**config.mk**
```make
export PLATFORM = sky130hd
export DESIGN_NAME = mips_multicycle_controller
export DESIGN_NICKNAME = d
export VERILOG_FILES = /design/src/rtl/mips_mc_pkg.sv /design/src/rtl/mips_mc_alu_decoder.sv /design/src/rtl/mips_multicycle_controller.sv
export SDC_FILE = /design/constraint.sdc
export NUM_CORES = 1
export LEC_CHECK = 0
export BUFFER_PORTS_ARGS = -buffer_cell sky130_fd_sc_hd__buf_2
export CORE_MARGIN = 2
export CORE_UTILIZATION = 50
export CTS_CLUSTER_DIAMETER = 200
export DETAILED_ROUTE_END_ITERATION = 6
export PLACE_DENSITY = 0.88
export SLEW_MARGIN = 20
export SYNTH_ARGS = -nofsm -noshare
export SYNTH_HDL_FRONTEND = slang
export SYNTH_HIERARCHICAL = 1
export SYNTH_SLANG_ARGS = --single-unit
export TNS_END_PERCENT = 50
```
**constraint.sdc**
```tcl
create_clock -name CLK -period 4 [get_ports CLK]
set_input_delay 0.2 -clock CLK [delete_from_list [all_inputs] [get_ports CLK]]
set_output_delay 0.2 -clock CLK [all_outputs]
set_load 0.01 [all_outputs]
```
**src/rtl/mips_mc_pkg.sv**
```systemverilog
// Shared definitions for the multicycle MIPS control unit.
//   - state_t     : controller FSM states
//   - alu_op_t    : coarse ALU request from the FSM to the ALU decoder
//   - OP_* / FN_* : opcode and R-type funct field values
//   - ALUC_*      : ALUControl codes driven to the datapath ALU
//   - SRCB_* / PCSRC_* : ALUSrcB and PCSrc mux encodings
package mips_mc_pkg;

  typedef enum logic [3:0] {
    S_FETCH,
    S_DECODE,
    S_MEMADR,
    S_MEMRD,
    S_MEMWB,
    S_MEMWR,
    S_EXEC,
    S_ALUWB,
    S_BRANCH,
    S_ADDIEX,
    S_ADDIWB,
    S_JUMP
  } state_t;

  typedef enum logic [1:0] {
    ALUOP_ADD,
    ALUOP_SUB,
    ALUOP_FUNCT
  } alu_op_t;

  localparam logic [5:0] OP_RTYPE = 6'b000000;
  localparam logic [5:0] OP_LW    = 6'b100011;
  localparam logic [5:0] OP_SW    = 6'b101011;
  localparam logic [5:0] OP_BEQ   = 6'b000100;
  localparam logic [5:0] OP_ADDI  = 6'b001000;
  localparam logic [5:0] OP_J     = 6'b000010;

  localparam logic [5:0] FN_ADD = 6'b100000;
  localparam logic [5:0] FN_SUB = 6'b100010;
  localparam logic [5:0] FN_AND = 6'b100100;
  localparam logic [5:0] FN_OR  = 6'b100101;
  localparam logic [5:0] FN_SLT = 6'b101010;

  localparam logic [2:0] ALUC_ADD = 3'b010;
  localparam logic [2:0] ALUC_SUB = 3'b110;
  localparam logic [2:0] ALUC_AND = 3'b000;
  localparam logic [2:0] ALUC_OR  = 3'b001;
  localparam logic [2:0] ALUC_SLT = 3'b111;

  localparam logic [1:0] SRCB_B      = 2'b00;
  localparam logic [1:0] SRCB_FOUR   = 2'b01;
  localparam logic [1:0] SRCB_IMM    = 2'b10;
  localparam logic [1:0] SRCB_IMM_SH = 2'b11;

  localparam logic [1:0] PCSRC_ALU    = 2'b00;
  localparam logic [1:0] PCSRC_ALUOUT = 2'b01;
  localparam logic [1:0] PCSRC_JUMP   = 2'b10;

endpackage

```
**src/rtl/mips_mc_alu_decoder.sv**
```systemverilog
// ALU decoder for the multicycle controller.
//   alu_op        in  : ADD / SUB request, or FUNCT to decode the funct field
//   funct         in  : Instr[5:0]
//   alu_control   out : ALUControl code for the datapath ALU
//   funct_illegal out : funct is not a supported R-type operation. Depends on
//                       funct alone so the FSM can read it in the same
//                       combinational block that drives alu_op; it only has
//                       meaning while the FSM is executing an R-type.
module mips_mc_alu_decoder
  import mips_mc_pkg::*;
#(
  parameter int OP_W   = 6,
  parameter int ALUC_W = 3
) (
  input  alu_op_t           alu_op,
  input  logic [OP_W-1:0]   funct,
  output logic [ALUC_W-1:0] alu_control,
  output logic              funct_illegal
);

  logic [ALUC_W-1:0] funct_code;

  always_comb begin
    // NOTE: assign every output a default before the case so no path
    // leaves it unassigned, which would infer a latch.
    funct_code    = ALUC_ADD;
    funct_illegal = 1'b0;
    case (funct)
      FN_ADD:  funct_code = ALUC_ADD;
      FN_SUB:  funct_code = ALUC_SUB;
      FN_AND:  funct_code = ALUC_AND;
      FN_OR:   funct_code = ALUC_OR;
      FN_SLT:  funct_code = ALUC_SLT;
      default: funct_illegal = 1'b1;
    endcase
  end

  always_comb begin
    case (alu_op)
      ALUOP_SUB:   alu_control = ALUC_SUB;
      ALUOP_FUNCT: alu_control = funct_code;
      default:     alu_control = ALUC_ADD;
    endcase
  end

endmodule

```
**src/rtl/mips_multicycle_controller.sv**
```systemverilog
// Moore-style control FSM for a multicycle MIPS datapath (shared ALU,
// unified memory, instruction register).
//   CLK, RST            : clock, synchronous active-high reset
//   Opcode, Funct       : instruction register fields
//   ZeroFlag            : ALU zero flag (used in BRANCH)
//   MemReady            : memory finishes the current access this cycle
//   MemReq, IorD, MemWrite, IRWrite        : memory / IR control
//   PCEn, PCSrc                            : PC update control
//   ALUSrcA, ALUSrcB, ALUControl           : ALU operand / operation select
//   RegDst, Mem2Reg, RegWrite              : register file writeback control
//   IllegalOp           : one-cycle pulse on unsupported opcode or funct
// Optional build macro MIPS_MC_PERF_CNT_EN adds CycleCnt / InstrCnt
// performance counters (both clear on RST and wrap at 2^32).
module mips_multicycle_controller
  import mips_mc_pkg::*;
#(
  parameter int OP_W   = 6,
  parameter int ALUC_W = 3
) (
  input  logic              CLK,
  input  logic              RST,
  input  logic [OP_W-1:0]   Opcode,
  input  logic [OP_W-1:0]   Funct,
  input  logic              ZeroFlag,
  input  logic              MemReady,
  output logic              MemReq,
  output logic              IorD,
  output logic              MemWrite,
  output logic              IRWrite,
  output logic              PCEn,
  output logic [1:0]        PCSrc,
  output logic              ALUSrcA,
  output logic [1:0]        ALUSrcB,
  output logic [ALUC_W-1:0] ALUControl,
  output logic              RegDst,
  output logic              Mem2Reg,
  output logic              RegWrite,
  output logic              IllegalOp
`ifdef MIPS_MC_PERF_CNT_EN
  ,
  output logic [31:0]       CycleCnt,
  output logic [31:0]       InstrCnt
`endif
);

  state_t  state, next_state;
  alu_op_t alu_op;
  logic    pc_write;
  logic    branch;
  logic    funct_illegal;

  always_ff @(posedge CLK) begin
    // NOTE: sequential state uses non-blocking assignments so every
    // register samples pre-edge values regardless of statement order.
    if (RST) state <= S_FETCH;
    else     state <= next_state;
  end

  mips_mc_alu_decoder #(
    .OP_W   (OP_W),
    .ALUC_W (ALUC_W)
  ) u_alu_decoder (
    .alu_op        (alu_op),
    .funct         (Funct),
    .alu_control   (ALUControl),
    .funct_illegal (funct_illegal)
  );

  // Branch only redirects the PC when the comparison came out equal.
  assign PCEn = pc_write | (branch & ZeroFlag);

  always_comb begin
    next_state = state;
    MemReq     = 1'b0;
    IorD       = 1'b0;
    MemWrite   = 1'b0;
    IRWrite    = 1'b0;
    pc_write   = 1'b0;
    branch     = 1'b0;
    PCSrc      = PCSRC_ALU;
    ALUSrcA    = 1'b0;
    ALUSrcB    = SRCB_B;
    alu_op     = ALUOP_ADD;
    RegDst     = 1'b0;
    Mem2Reg    = 1'b0;
    RegWrite   = 1'b0;
    IllegalOp  = 1'b0;

    // While in reset everything stays at the defaults, so a write in flight
    // is dropped in the very cycle RST rises.
    if (!RST) begin
      case (state)
        S_FETCH: begin
          MemReq  = 1'b1;
          ALUSrcB = SRCB_FOUR;
          if (MemReady) begin
            IRWrite    = 1'b1;
            pc_write   = 1'b1;
            next_state = S_DECODE;
          end
        end
        S_DECODE: begin
          // Precompute the branch target into ALUOut.
          ALUSrcB = SRCB_IMM_SH;
          case (Opcode)
            OP_LW, OP_SW: next_state = S_MEMADR;
            OP_RTYPE:     next_state = S_EXEC;
            OP_BEQ:       next_state = S_BRANCH;
            OP_ADDI:      next_state = S_ADDIEX;
            OP_J:         next_state = S_JUMP;
            default: begin
              IllegalOp  = 1'b1;
              next_state = S_FETCH;
            end
          endcase
        end
        S_MEMADR: begin
          ALUSrcA    = 1'b1;
          ALUSrcB    = SRCB_IMM;
          next_state = (Opcode == OP_LW) ? S_MEMRD : S_MEMWR;
        end
        S_MEMRD: begin
          MemReq = 1'b1;
          IorD   = 1'b1;
          if (MemReady) next_state = S_MEMWB;
        end
        S_MEMWB: begin
          Mem2Reg    = 1'b1;
          RegWrite   = 1'b1;
          next_state = S_FETCH;
        end
        S_MEMWR: begin
          MemReq   = 1'b1;
          IorD     = 1'b1;
          MemWrite = 1'b1;
          if (MemReady) next_state = S_FETCH;
        end
        S_EXEC: begin
          ALUSrcA = 1'b1;
          alu_op  = ALUOP_FUNCT;
          if (funct_illegal) begin
            IllegalOp  = 1'b1;
            next_state = S_FETCH;
          end else begin
            next_state = S_ALUWB;
          end
        end
        S_ALUWB: begin
          RegDst     = 1'b1;
          RegWrite   = 1'b1;
          next_state = S_FETCH;
        end
        S_BRANCH: begin
          ALUSrcA    = 1'b1;
          alu_op     = ALUOP_SUB;
          PCSrc      = PCSRC_ALUOUT;
          branch     = 1'b1;
          next_state = S_FETCH;
        end
        S_ADDIEX: begin
          ALUSrcA    = 1'b1;
          ALUSrcB    = SRCB_IMM;
          next_state = S_ADDIWB;
        end
        S_ADDIWB: begin
          RegWrite   = 1'b1;
          next_state = S_FETCH;
        end
        S_JUMP: begin
          PCSrc      = PCSRC_JUMP;
          pc_write   = 1'b1;
          next_state = S_FETCH;
        end
        default: next_state = S_FETCH;
      endcase
    end
  end

`ifdef MIPS_MC_PERF_CNT_EN
  // An instruction retires on its last cycle; illegal ops never get here.
  logic retire;
  assign retire = !RST &&
                  ((state inside {S_MEMWB, S_ALUWB, S_BRANCH, S_ADDIWB, S_JUMP}) ||
                   (state == S_MEMWR && MemReady));

  always_ff @(posedge CLK) begin
    if (RST) begin
      CycleCnt <= '0;
      InstrCnt <= '0;
    end else begin
      CycleCnt <= CycleCnt + 32'd1;
      if (retire) InstrCnt <= InstrCnt + 32'd1;
    end
  end
`endif

endmodule
```
==> impl_metrics.csv <==
group,metric,value,unit
status,status,"finished, final reports clean",
worst_setup_path,slowest_stage,"dfxtp_1",
place,placedCellCount,148,
finish,largest_reg_flops,4,
worst_setup_path,cp_num_buf_inv,2,
timing,finClkSkew,0.000514,ns
clock_tree,clock_path_buffers,2,
pwr,leakage,0.394,nW
finish,final_util,0.665,
timing,slew_violations,0,
finish,seqCellArea,80.1,µm²
logic_synthesis,synthDistinctLibCells,39,
clock_tree,post_cts_buffers,0,
logic_synthesis,netlist_instances,109,
logic_synthesis,synth.avg_cell_area,6.82,µm²
pwr,switching_power,0.0521,mW
timing,max_freq,411,MHz
worst_setup_path,cp_top_family,"simple AND/OR/NAND/NOR gates",
timing,relSlewSlack,0.655,
worst_setup_path,cp_max_fo,14,
global_route,grt_use_total,0.218,
pwr,vdd_drop_max,150,µV
detailed_routing,ant_nets,0,
pwr,p_seq_frac,0.307,
clock_tree,ctsHtreeMaxLevel,1,
place,detailed_place_hpwl,1470,µm
global_route,grt-ovfl-total,0,
logic_synthesis,synth_compound_area_frac,0.207,
floorplan,start_util,0.551,
timing,hold_ws,0.271,ns
min_path,hold_class,"primary input to flip-flop",
pwr,intPower,0.0983,mW
logic_synthesis,muxShareOfSynthArea,0.0539,
detailed_routing,drc,0,
floorplan,core,1350,µm²
logic_synthesis,synthXorXnorAreaFrac,0.0354,
clock_tree,cts_buffers,3,
floorplan,dieWidth,42.6,µm
timing,post-route-period-util,0.609,
finish,fillers,123,
place,place.gp.congestion,0.908,
worst_setup_path,cp-end-kind,"output pin",
global_route,grt_max_degree,18,
detailed_routing,vias,937,
pwr,p_sw_frac,0.346,
clock_tree,cts_root_buf,"clkbuf_4",
floorplan,dieArea,1810,µm²
timing,worst_pin_slew,0.516,ns
global_route,grt_pass1_wl,3140,µm
finish,reg.largest.list,"state x4",
clock_tree,clock_latency,0.24,ns
worst_setup_path,cp.arrival,2.23,ns
finish,drive_gt1_frac,0.301,
finish,final_cells,151,
pwr,comb_power_share,0.349,
logic_synthesis,synth_seq_cells,4,
logic_synthesis,synth_top_family_by_area,"simple AND/OR/NAND/NOR gates",
global_route,grt_pass1_vias,752,
worst_setup_path,worstSetupStartpointType,"flip-flop",
finish,top_register,"state",
finish,n_antenna_cell,0,
timing,fin_setup_tns,0,ns
clock_tree,cts_tree,"yes",
clock_tree,clock_sinks,4,
logic_synthesis,netlist_area,743,µm²
logic_synthesis,ys_seq_area_frac,0.108,
finish,nNetsFinal,156,
min_path,whs_path_depth,2,
pwr,p_per_area,168,nW/µm²
worst_setup_path,crit_type,"flip-flop to output pin",
timing,setup-violations-final,0,
timing,finalHoldViolCount,0,
logic_synthesis,yosys_warnings,6,
run,maxCapViolations,0,
clock_tree,clk_pin_slew,0.04,ns
worst_setup_path,crit_cells,7,
worst_setup_path,r2r_cells,4,
clock_tree,cts-resized-gates,0,
floorplan,pin_count,33,
detailed_routing,dr.pass1.iters,4,
place,portBuffers,32,
timing,rsz0062_at_grt,"no",
logic_synthesis,synthAdderAreaFrac,0.0337,
detailed_routing,vias_per_cell,6.21,
logic_synthesis,synthesis.nets,127,
detailed_routing,initialDrtViolationCount,41,
floorplan,rows,13,
floorplan,die_h,42.6,µm
worst_setup_path,required,3.80,ns
detailed_routing,drt_wl_total,1920,µm
worst_setup_path,max_stage_delay,0.45,ns
logic_synthesis,synthSimpleGateAreaFrac,0.458,
timing,timing.final.crit_period,2.43,ns
worst_setup_path,cp_cell_sequence,"nand2b_1 > nor4_1 > inv_1 > ha_1 > nand4bb_1 > o22ai_1 > buf_2",
finish,syn_to_final_growth,20.7,%
pwr,clockPowerShare,0.343,
detailed_routing,wl_per_cell,12.7,µm
global_route,antenna_found_initial,0,
clock_tree,ctsHoldBuffers,0,
pwr,fin_total_pwr,0.150,mW
finish,multiInputGateArea,586,µm²
power by group through the flow:
| stage | Clock (mW) | Combinational, mW | Sequential [mW] |
|---|---|---|---|
| 3_5_place_dp | 0 | 0.0518 | 0.0467 |
| 2_1_floorplan | 0 | 0.0347 | 0.0434 |
| 5_1_grt | 0.0577 | 0.0573 | 0.0466 |
| 6_report | 0.0516 | 0.0525 | 0.0462 |
| 4_1_cts | 0.0530 | 0.0521 | 0.0461 |
| 3_3_place_gp | 0 | 0.0501 | 0.0467 |
per-layer routing:
layer / part of all wire / up-vias / wire length, µm / track usage
li1: - / 459 / - / -
met5: 0 / - / 0 / 0
met2: 0.47 / 53 / 901 / 0.348
met4: 0.0047 / 0 / 9 / 0.0375
met1: 0.44 / 423 / 835 / 0.301
met3: 0.089 / 2 / 170 / 0.0517
per-stage QoR:
| stage | setup slack [ns] | instance area, µm² |
|---|---|---|
| after global routing | 1.34 | 897 |
| after floorplan | 2.04 | 743 |
| final | 1.57 | 897 |
| after global placement | 1.89 | 875 |
| after CTS | 1.53 | 897 |
| after detailed placement | 1.79 | 875 |
worst paths after layout:
path / startpoint / to / slack [ns]
worst max-delay path: state[1] / ALUControl[2] / 1.57
worst max register to register: state[1] / state[0] / 2.44
worst min-delay path: MemReady / state[0] / 0.27
worst min register to register: state[3] / state[3] / 0.66
cell families (layout without fill, tap and decap cells):
| group | count (synthesis) | in the layout |
|---|---|---|
| and+or+nand+nor | 56 | 56 |
| AOI/OAI and AO/OA | 24 | 24 |
| buffers and inverters | 16 | 43 |
| muxes | 4 | 4 |
| DFF | 4 | 4 |
| xor gates and xnor gates | 3 | 3 |
| adders and majority gates | 2 | 2 |
cell usage in the layout (no fill, tap or decap), types with 4 or more instances in the layout:
cell / Yosys / layout
inv_1: 6 / 6
nor2b_1: 4 / 4
a21oi_1: 9 / 9
dfxtp_1: 4 / 4
nor2_1: 8 / 8
mux2i_1: 4 / 4
buf_2: 5 / 32
nor3_1: 17 / 17
nand2b_1: 5 / 5
synthesized netlist by cell type:
cell	instances	area, µm²
or2_1	3	18.8
nor3_2	1	10.0
and4bb_2	1	12.5
nor4_1	3	18.8
nand4bb_1	3	33.8
xor2_1	2	17.5
ha_1	2	25.0
nand2b_1	5	31.3
buf_2	5	25.0
xnor2_1	1	8.76
and3_1	1	6.26
mux2i_1	4	40.0
buf_6	1	11.3
o21ai_1	2	10.0
nand3b_1	1	7.51
nand3_1	2	10.0
a22oi_1	2	15.0
dfxtp_1	4	80.1
or3_1	1	6.26
o31ai_1	2	15.0
o211ai_1	1	7.51
nand2_1	3	11.3
inv_2	2	7.51
nor2b_1	4	25.0
a2bb2oi_1	1	8.76
inv_1	6	22.5
nor2_1	8	30.0
clkbuf_1	1	3.75
a21oi_1	9	45.0
or3b_1	1	8.76
nand4b_1	1	8.76
a211oi_1	1	7.51
o22ai_1	2	12.5
o21ai_0	2	10.0
nor3_4	1	16.3
o32ai_2	1	16.3
buf_4	1	7.51
nor3_1	17	85.1
a31oi_1	1	6.26
cell type report:
class	count	share of cell area
Clock buffer	3	0.0251
Inverter	8	0.0335
Multi-Input combinational cell	89	0.653
Sequential cell	4	0.0893
Tap cell	15	0.0209
Timing Repair Buffer	32	0.179
No activity file was read; power rests on OpenSTA's default activity.
